### src/rtl/mmio_msg_bridge_pkg.sv
// mmio_msg_bridge shared definitions: register map,
// STATUS/CTRL bit positions and the TX FIFO entry layout.
package mmio_msg_bridge_pkg;

  localparam logic [7:0] OFF_TX_DATA = 8'h00;
  localparam logic [7:0] OFF_TX_LAST = 8'h04;
  localparam logic [7:0] OFF_RX_DATA = 8'h08;
  localparam logic [7:0] OFF_STATUS  = 8'h0C;
  localparam logic [7:0] OFF_DEST    = 8'h10;
  localparam logic [7:0] OFF_CTRL    = 8'h14;

  localparam int ST_TX_FULL  = 0;
  localparam int ST_TX_EMPTY = 1;
  localparam int ST_RX_EMPTY = 2;
  localparam int ST_RX_FULL  = 3;
  localparam int ST_RX_UFLOW = 4;
  localparam int ST_RX_LAST  = 5;
  localparam int ST_TX_CNT   = 8;
  localparam int ST_RX_CNT   = 16;

  localparam int CTRL_IRQ_EN  = 0;
  localparam int CTRL_UF_CLR  = 1;

  // Sized for the widest legal DATA_W/DEST_W; unused bits stay zero.
  typedef struct packed {
    logic [31:0] data;
    logic        last;
    logic [15:0] dest;
  } tx_entry_t;

  function automatic logic [31:0] strb_merge(
    input logic [31:0] old_v,
    input logic [31:0] new_v,
    input logic [3:0]  strb
  );
    logic [31:0] r;
    r = old_v;
    for (int b = 0; b < 4; b++)
      if (strb[b]) r[b*8 +: 8] = new_v[b*8 +: 8];
    return r;
  endfunction

endpackage

### src/rtl/sync_fifo.sv
// First-word-fall-through synchronous FIFO with registered
// occupancy count; full/empty derive from the count register.
module sync_fifo #(
  parameter int WIDTH = 8,
  parameter int DEPTH = 8,
  localparam int AW = $clog2(DEPTH),
  localparam int CW = AW + 1
) (
  input  logic             clk,
  input  logic             resetn,
  input  logic             push,
  input  logic [WIDTH-1:0] din,
  input  logic             pop,
  output logic [WIDTH-1:0] dout,
  output logic [CW-1:0]    count,
  output logic             full,
  output logic             empty
);

  logic [WIDTH-1:0] mem [DEPTH];
  logic [AW-1:0]    wptr;
  logic [AW-1:0]    rptr;
  logic [CW-1:0]    cnt;
  logic             do_push;
  logic             do_pop;

  assign full    = (cnt == CW'(DEPTH));
  assign empty   = (cnt == '0);
  assign do_push = push && !full;
  assign do_pop  = pop && !empty;
  assign dout    = mem[rptr];
  assign count   = cnt;

  always_ff @(posedge clk or negedge resetn) begin
    if (!resetn) begin
      wptr <= '0;
      rptr <= '0;
      cnt  <= '0;
    end else begin
      if (do_push) wptr <= wptr + 1'b1;
      if (do_pop)  rptr <= rptr + 1'b1;
      cnt <= cnt + {{AW{1'b0}}, do_push}
                 - {{AW{1'b0}}, do_pop};
    end
  end

  always_ff @(posedge clk) begin
    if (do_push) mem[wptr] <= din;
  end

endmodule

### src/rtl/mmio_msg_bridge.sv
// picorv32 MMIO <-> NoC stream bridge with buffered TX/RX.
// Define MSG_BRIDGE_IRQ_EN to add the irq output and CTRL[0].
module mmio_msg_bridge
  import mmio_msg_bridge_pkg::*;
#(
  parameter logic [31:0] BASE_ADDR = 32'h4000_0000,
  parameter int DATA_W   = 32,
  parameter int DEST_W   = 8,
  parameter int TX_DEPTH = 8,
  parameter int RX_DEPTH = 8
) (
  input  logic              clk,
  input  logic              resetn,
  input  logic              mem_valid,
  input  logic [31:0]       mem_addr,
  input  logic [31:0]       mem_wdata,
  input  logic [3:0]        mem_wstrb,
  output logic              mem_ready,
  output logic [31:0]       mem_rdata,
  output logic              tx_valid,
  input  logic              tx_ready,
  output logic [DATA_W-1:0] tx_data,
  output logic              tx_last,
  output logic [DEST_W-1:0] tx_dest,
  input  logic              rx_valid,
  output logic              rx_ready,
  input  logic [DATA_W-1:0] rx_data,
  input  logic              rx_last
`ifdef MSG_BRIDGE_IRQ_EN
  ,
  output logic              irq
`endif
);

  localparam int TXC_W = $clog2(TX_DEPTH) + 1;
  localparam int RXC_W = $clog2(RX_DEPTH) + 1;
  localparam int TXE_W = $bits(tx_entry_t);

  logic [7:0]        off;
  logic              sel;
  logic              wr;
  logic              is_tx;
  logic              accept;
  logic              tx_push;
  logic              rx_pop;
  logic              uflow_set;
  logic              uflow_clr;
  logic              dest_wr;
  logic              ctrl_wr;
  logic              irq_en;

  logic [DEST_W-1:0] dest_q;
  logic [31:0]       dest_wide;
  logic              uflow_q;

  tx_entry_t         tx_in;
  tx_entry_t         tx_head;
  logic [TXC_W-1:0]  tx_count;
  logic              tx_full;
  logic              tx_empty;

  logic [DATA_W:0]   rx_head;
  logic [RXC_W-1:0]  rx_count;
  logic              rx_full;
  logic              rx_empty;

  logic [31:0]       rx_word;
  logic [31:0]       status;
  logic [31:0]       ctrl_rd;
  logic [31:0]       rd_val;

  assign off = mem_addr[7:0];
  assign sel = mem_valid && (mem_addr[31:8] == BASE_ADDR[31:8]);
  assign wr  = |mem_wstrb;

  assign is_tx = wr && (off == OFF_TX_DATA || off == OFF_TX_LAST);

  // A TX write waits on the registered full flag, so it always
  // stalls at least one cycle once the FIFO has filled.
  assign accept    = sel && !mem_ready && !(is_tx && tx_full);
  assign tx_push   = accept && is_tx;
  assign rx_pop    = accept && !wr && off == OFF_RX_DATA && !rx_empty;
  assign uflow_set = accept && !wr && off == OFF_RX_DATA && rx_empty;
  assign dest_wr   = accept && wr && off == OFF_DEST;
  assign ctrl_wr   = accept && wr && off == OFF_CTRL;
  assign uflow_clr = ctrl_wr && mem_wstrb[0] && mem_wdata[CTRL_UF_CLR];

  assign dest_wide = strb_merge(32'(dest_q), mem_wdata, mem_wstrb);

  always_comb begin
    tx_in = '0;
    tx_in.data[DATA_W-1:0] = mem_wdata[DATA_W-1:0];
    tx_in.last = (off == OFF_TX_LAST);
    tx_in.dest[DEST_W-1:0] = dest_q;
  end

  sync_fifo #(
    .WIDTH (TXE_W),
    .DEPTH (TX_DEPTH)
  ) u_tx_fifo (
    .clk    (clk),
    .resetn (resetn),
    .push   (tx_push),
    .din    (tx_in),
    .pop    (tx_valid && tx_ready),
    .dout   (tx_head),
    .count  (tx_count),
    .full   (tx_full),
    .empty  (tx_empty)
  );

  sync_fifo #(
    .WIDTH (DATA_W + 1),
    .DEPTH (RX_DEPTH)
  ) u_rx_fifo (
    .clk    (clk),
    .resetn (resetn),
    .push   (rx_valid && rx_ready),
    .din    ({rx_last, rx_data}),
    .pop    (rx_pop),
    .dout   (rx_head),
    .count  (rx_count),
    .full   (rx_full),
    .empty  (rx_empty)
  );

  // Payload is gated so stale storage never shows after reset.
  assign tx_valid = !tx_empty;
  assign tx_data  = tx_valid ? tx_head.data[DATA_W-1:0] : '0;
  assign tx_last  = tx_valid && tx_head.last;
  assign tx_dest  = tx_valid ? tx_head.dest[DEST_W-1:0] : '0;
  assign rx_ready = !rx_full;

  always_comb begin
    rx_word = '0;
    if (!rx_empty) begin
      rx_word[DATA_W-1:0] = rx_head[DATA_W-1:0];
      if (DATA_W < 32) rx_word[31] = rx_head[DATA_W];
    end
  end

  always_comb begin
    status = '0;
    status[ST_TX_FULL]  = tx_full;
    status[ST_TX_EMPTY] = tx_empty;
    status[ST_RX_EMPTY] = rx_empty;
    status[ST_RX_FULL]  = rx_full;
    status[ST_RX_UFLOW] = uflow_q;
    status[ST_RX_LAST]  = !rx_empty && rx_head[DATA_W];
    status[ST_TX_CNT +: 8] = 8'(tx_count);
    status[ST_RX_CNT +: 8] = 8'(rx_count);
  end

  always_comb begin
    ctrl_rd = '0;
    ctrl_rd[CTRL_IRQ_EN] = irq_en;
  end

  always_comb begin
    rd_val = '0;
    unique case (1'b1)
      off == OFF_RX_DATA: rd_val = rx_word;
      off == OFF_STATUS:  rd_val = status;
      off == OFF_DEST:    rd_val = 32'(dest_q);
      off == OFF_CTRL:    rd_val = ctrl_rd;
      default:            rd_val = '0;
    endcase
  end

  always_ff @(posedge clk or negedge resetn) begin
    if (!resetn) begin
      mem_ready <= 1'b0;
      mem_rdata <= '0;
      dest_q    <= '0;
      uflow_q   <= 1'b0;
    end else begin
      mem_ready <= accept;
      mem_rdata <= (accept && !wr) ? rd_val : '0;
      if (dest_wr) dest_q <= dest_wide[DEST_W-1:0];
      if (uflow_set)      uflow_q <= 1'b1;
      else if (uflow_clr) uflow_q <= 1'b0;
    end
  end

`ifdef MSG_BRIDGE_IRQ_EN
  logic irq_en_q;

  always_ff @(posedge clk or negedge resetn) begin
    if (!resetn) begin
      irq_en_q <= 1'b0;
      irq      <= 1'b0;
    end else begin
      if (ctrl_wr && mem_wstrb[0])
        irq_en_q <= mem_wdata[CTRL_IRQ_EN];
      irq <= irq_en_q && !rx_empty;
    end
  end

  assign irq_en = irq_en_q;
`else
  assign irq_en = 1'b0;
`endif

  logic unused_ok;
  assign unused_ok = ^{dest_wide, tx_head};

endmodule

### config.mk
export PLATFORM = sky130hd
export DESIGN_NAME = mmio_msg_bridge
export DESIGN_NICKNAME = d
export VERILOG_FILES = /design/src/rtl/mmio_msg_bridge_pkg.sv /design/src/rtl/sync_fifo.sv /design/src/rtl/mmio_msg_bridge.sv
export SDC_FILE = /design/constraint.sdc
export NUM_CORES = 1
export LEC_CHECK = 0
export BUFFER_PORTS_ARGS = -buffer_cell sky130_fd_sc_hd__buf_2
export CAP_MARGIN = 20
export CORE_MARGIN = 2
export CORE_UTILIZATION = 45
export DETAILED_ROUTE_END_ITERATION = 16
export PLACE_DENSITY = 0.74
export SYNTH_ARGS = -nofsm -noshare
export SYNTH_HDL_FRONTEND = slang
export SYNTH_SLANG_ARGS = --single-unit
### constraint.sdc
create_clock -name clk -period 6.1 [get_ports clk]
set_input_delay 1.22 -clock clk [delete_from_list [all_inputs] [get_ports clk]]
set_output_delay 1.22 -clock clk [all_outputs]
set_load 0.02 [all_outputs]
==> flow_summary.ini <==
[critical_path]
cp_cell_sequence = buf_12, mux4_2, mux2i_1, nor2_1, buf_2
r2r-end = u_rx_fifo.count[2]$_DFF_PN0_
critPathMaxFanout = 43
crit_path_end = tx_dest[7]
path_class = flop to primary output
path_depth = 5
r2r_setup_slack_ns = 2.76
start_kind = flop
end_kind = primary output
rr_startpoint = u_rx_fifo.count[1]$_DFF_PN0_
slowest_delay_ns = 1.02
cp-startpoint = u_tx_fifo.rptr[0]$_DFFE_PN0P_
crit_family = flip-flops
ff2ff_path_depth = 12
critPathBufInv = 2
cp_slowest_cell = dfrtp_4
cp.required_ns = 4.88
arrival_ns = 3.13

[sta]
min_period_ns = 4.348
hold_viol_final = 0
whs_ns = 0.5372
skew_ns = 0.01829
setup_viol = 0
fin_ws_ns = 1.752
slew_violations = 0
timing.fmax_mhz = 230.0
rsz0062_at_grt = no
fin_crit_sh = 0.7127
tightest_slew_ns = 0.9925
setup-tns-final_ns = 0
relSlewSlack = 0.3383

[global_route]
grt_pass1_vias = 12427
track_usage = 0.1793
antenna_found_initial = 11
grt_pass1_wl_um = 76530
grt_max_degree = 63
gr-total-overflow = 0

[power_and_ir_drop]
switching_share = 0.2663
p_leak_nw = 10.09
p_seq_frac = 0.481
ir_drop_v = 0.0002686
finalPower_mw = 11.51
p_comb_frac = 0.177
switchingPower_mw = 3.064
intPower_mw = 8.442
power_density_nw_per_um2 = 393.9
p_clk_frac = 0.342

[route]
dr_total_vias = 11878
viasPerCell = 5.441
drc = 0
wirelength_um = 50270
wire_per_inst_um = 23.03
first_iter_violations = 879
drt.antenna.violating_nets = 0
dr.pass1.iters = 5

[finish]
finalNonFillerCells = 2183
layout_common_cells = 592 x edfxtp_1, 180 x buf_2, 148 x mux4_2
layout.core_utilization = 0.5291
layout-drive-gt1-share = 0.3580
synthToLayoutAreaGrowth_pct = 16.23
mostFrequentLayoutCell = edfxtp_1
layout.nets = 1506
stdcell_area_um2 = 29210

[floorplanning]
die-area_um2 = 57750
die-height_um = 240.3
ios = 182
fp-row-count = 86
start_util = 0.4553
die_w_um = 240.3
coreArea_um2 = 55200

[worst_hold_path]
hold_class = flop to flop
whs_path_depth = 1

[logic_synthesis]
synth_ff_type = edfxtp_1
synth.distinct_cells = 41
synth_edf_count = 592
synth_fp_nets = 1281
synth_top_area_frac = 0.7074
syn_area_um2 = 25130
synth_area_leaders = edfxtp_1 71%, mux4_2 13%, dfrtp_1 6.2%
ys_warn_count = 0
async_flop_share = 0.09480
synth-seq-area-share = 0.7691
synth_area_leader_cell = edfxtp_1
syn_area_per_cell_um2 = 21.72
netlist_instances = 1157
ys_ff_latch = 654

[clocking]
cts_buffers = 66
cts_buffer_depth = 3
cts_tree = done
cts-root-buf = clkbuf_16
hold_buffers = 0
post_cts_buffers = 0
clock_latency_ns = 0.60
post_cts_resized = 0
clkTransAtPathRegs_ns = 0.06
cts-htree-levels = 3
clock-sinks = 654

[flow_run]
cap_violations = 0

[placement]
place_area_um2 = 27080
place.gp.congestion = 0.7393
dp_hpwl_um = 29590
dp_slack_ns = 1.815
port_buffers = 181
dp_cells = 2061

[run_status]
status = completed
==> state kept, by name (all words and copies together), names as in the netlist <==
| name | flops |
|---|---|
| u_tx_fifo.mem | 328 |
| u_tx_fifo.wptr | 3 |
| dest_q | 8 |
| u_rx_fifo.rptr | 3 |
| mem_ready | 1 |
| u_rx_fifo.wptr | 3 |
| mem_rdata | 32 |
| u_tx_fifo.rptr | 3 |
| u_tx_fifo.count | 4 |
| u_rx_fifo.count | 4 |
| uflow_q | 1 |
| u_rx_fifo.mem | 264 |
==> area by class of cell <==
type                    instances  area, um2
well taps                     748      935.9
fillers                      4194      25990
repair buffers                211       1150
clock buffers                  88       1764
multi-input cells             427       5580
diodes                          2      5.005
clock inverters                31      347.8
flip-flops and latches        654      19340
inverters                      22      82.58
==> metal layers <==
layer | vias to the layer above | global-route usage | routed length, um
li1 | 5194 | - | -
met1 | 6215 | 0.2326 | 20450
met2 | 363 | 0.2971 | 25290
met3 | 88 | 0.05189 | 3358
met4 | 18 | 0.04894 | 1054
met5 | - | 0 | 120
==> power groups by stage <==
| stage | registers [mW] | logic, mW | clock network [mW] |
|---|---|---|---|
| after floorplan | 5.38 | 1.59 | 0 |
| after global placement | 5.62 | 2.04 | 0 |
| after detailed placement | 5.64 | 2.07 | 0 |
| after CTS | 5.55 | 2.07 | 4.00 |
| after global routing | 5.59 | 2.21 | 4.19 |
| final | 5.54 | 2.03 | 3.93 |
==> cells by family after synthesis <==
group,Yosys count,share of synthesized area
multiplexers,233,0.1679
adder cells (fa/ha/maj),18,0.009559
XOR/XNOR,12,0.004182
AO/OA/AOI/OAI,25,0.008016
buffers and inverters,76,0.01314
flip-flops,654,0.7691
AND/OR/NAND/NOR,139,0.02808
==> how the worst min path moves through the flow <==
| stage | startpoint | endpoint |
|---|---|---|
| finish | u_rx_fifo.wptr[0]$_DFFE_PN0P_ | u_rx_fifo.wptr[0]$_DFFE_PN0P_ |
| global placement | u_rx_fifo.wptr[0]$_DFFE_PN0P_ | u_rx_fifo.wptr[0]$_DFFE_PN0P_ |
| detailed placement | u_rx_fifo.wptr[0]$_DFFE_PN0P_ | u_rx_fifo.wptr[0]$_DFFE_PN0P_ |
| global route | u_rx_fifo.wptr[0]$_DFFE_PN0P_ | u_rx_fifo.wptr[0]$_DFFE_PN0P_ |
| floorplan | uflow_q$_DFFE_PN0P_ | uflow_q$_DFFE_PN0P_ |
| CTS | u_rx_fifo.wptr[0]$_DFFE_PN0P_ | u_rx_fifo.wptr[0]$_DFFE_PN0P_ |
==> synthesized netlist by cell type, types with 3 or more instances <==
master and n:
nand2b_1 6, inv_1 21, a222oi_1 5, buf_4 5, a22oi_1 11, dfrtp_1 62, nor4_1 8, mux2i_1 57
nor3_1 7, nand2_1 9, nor2_1 84, buf_1 10, xnor2_1 8, xor2_1 4, buf_2 15, mux2_2 28
nand4_1 5, mux4_2 148, a21oi_1 3, and2_1 6, ha_1 16, edfxtp_1 592, clkbuf_1 23
Note: power is estimated with default switching activity, not from simulation.
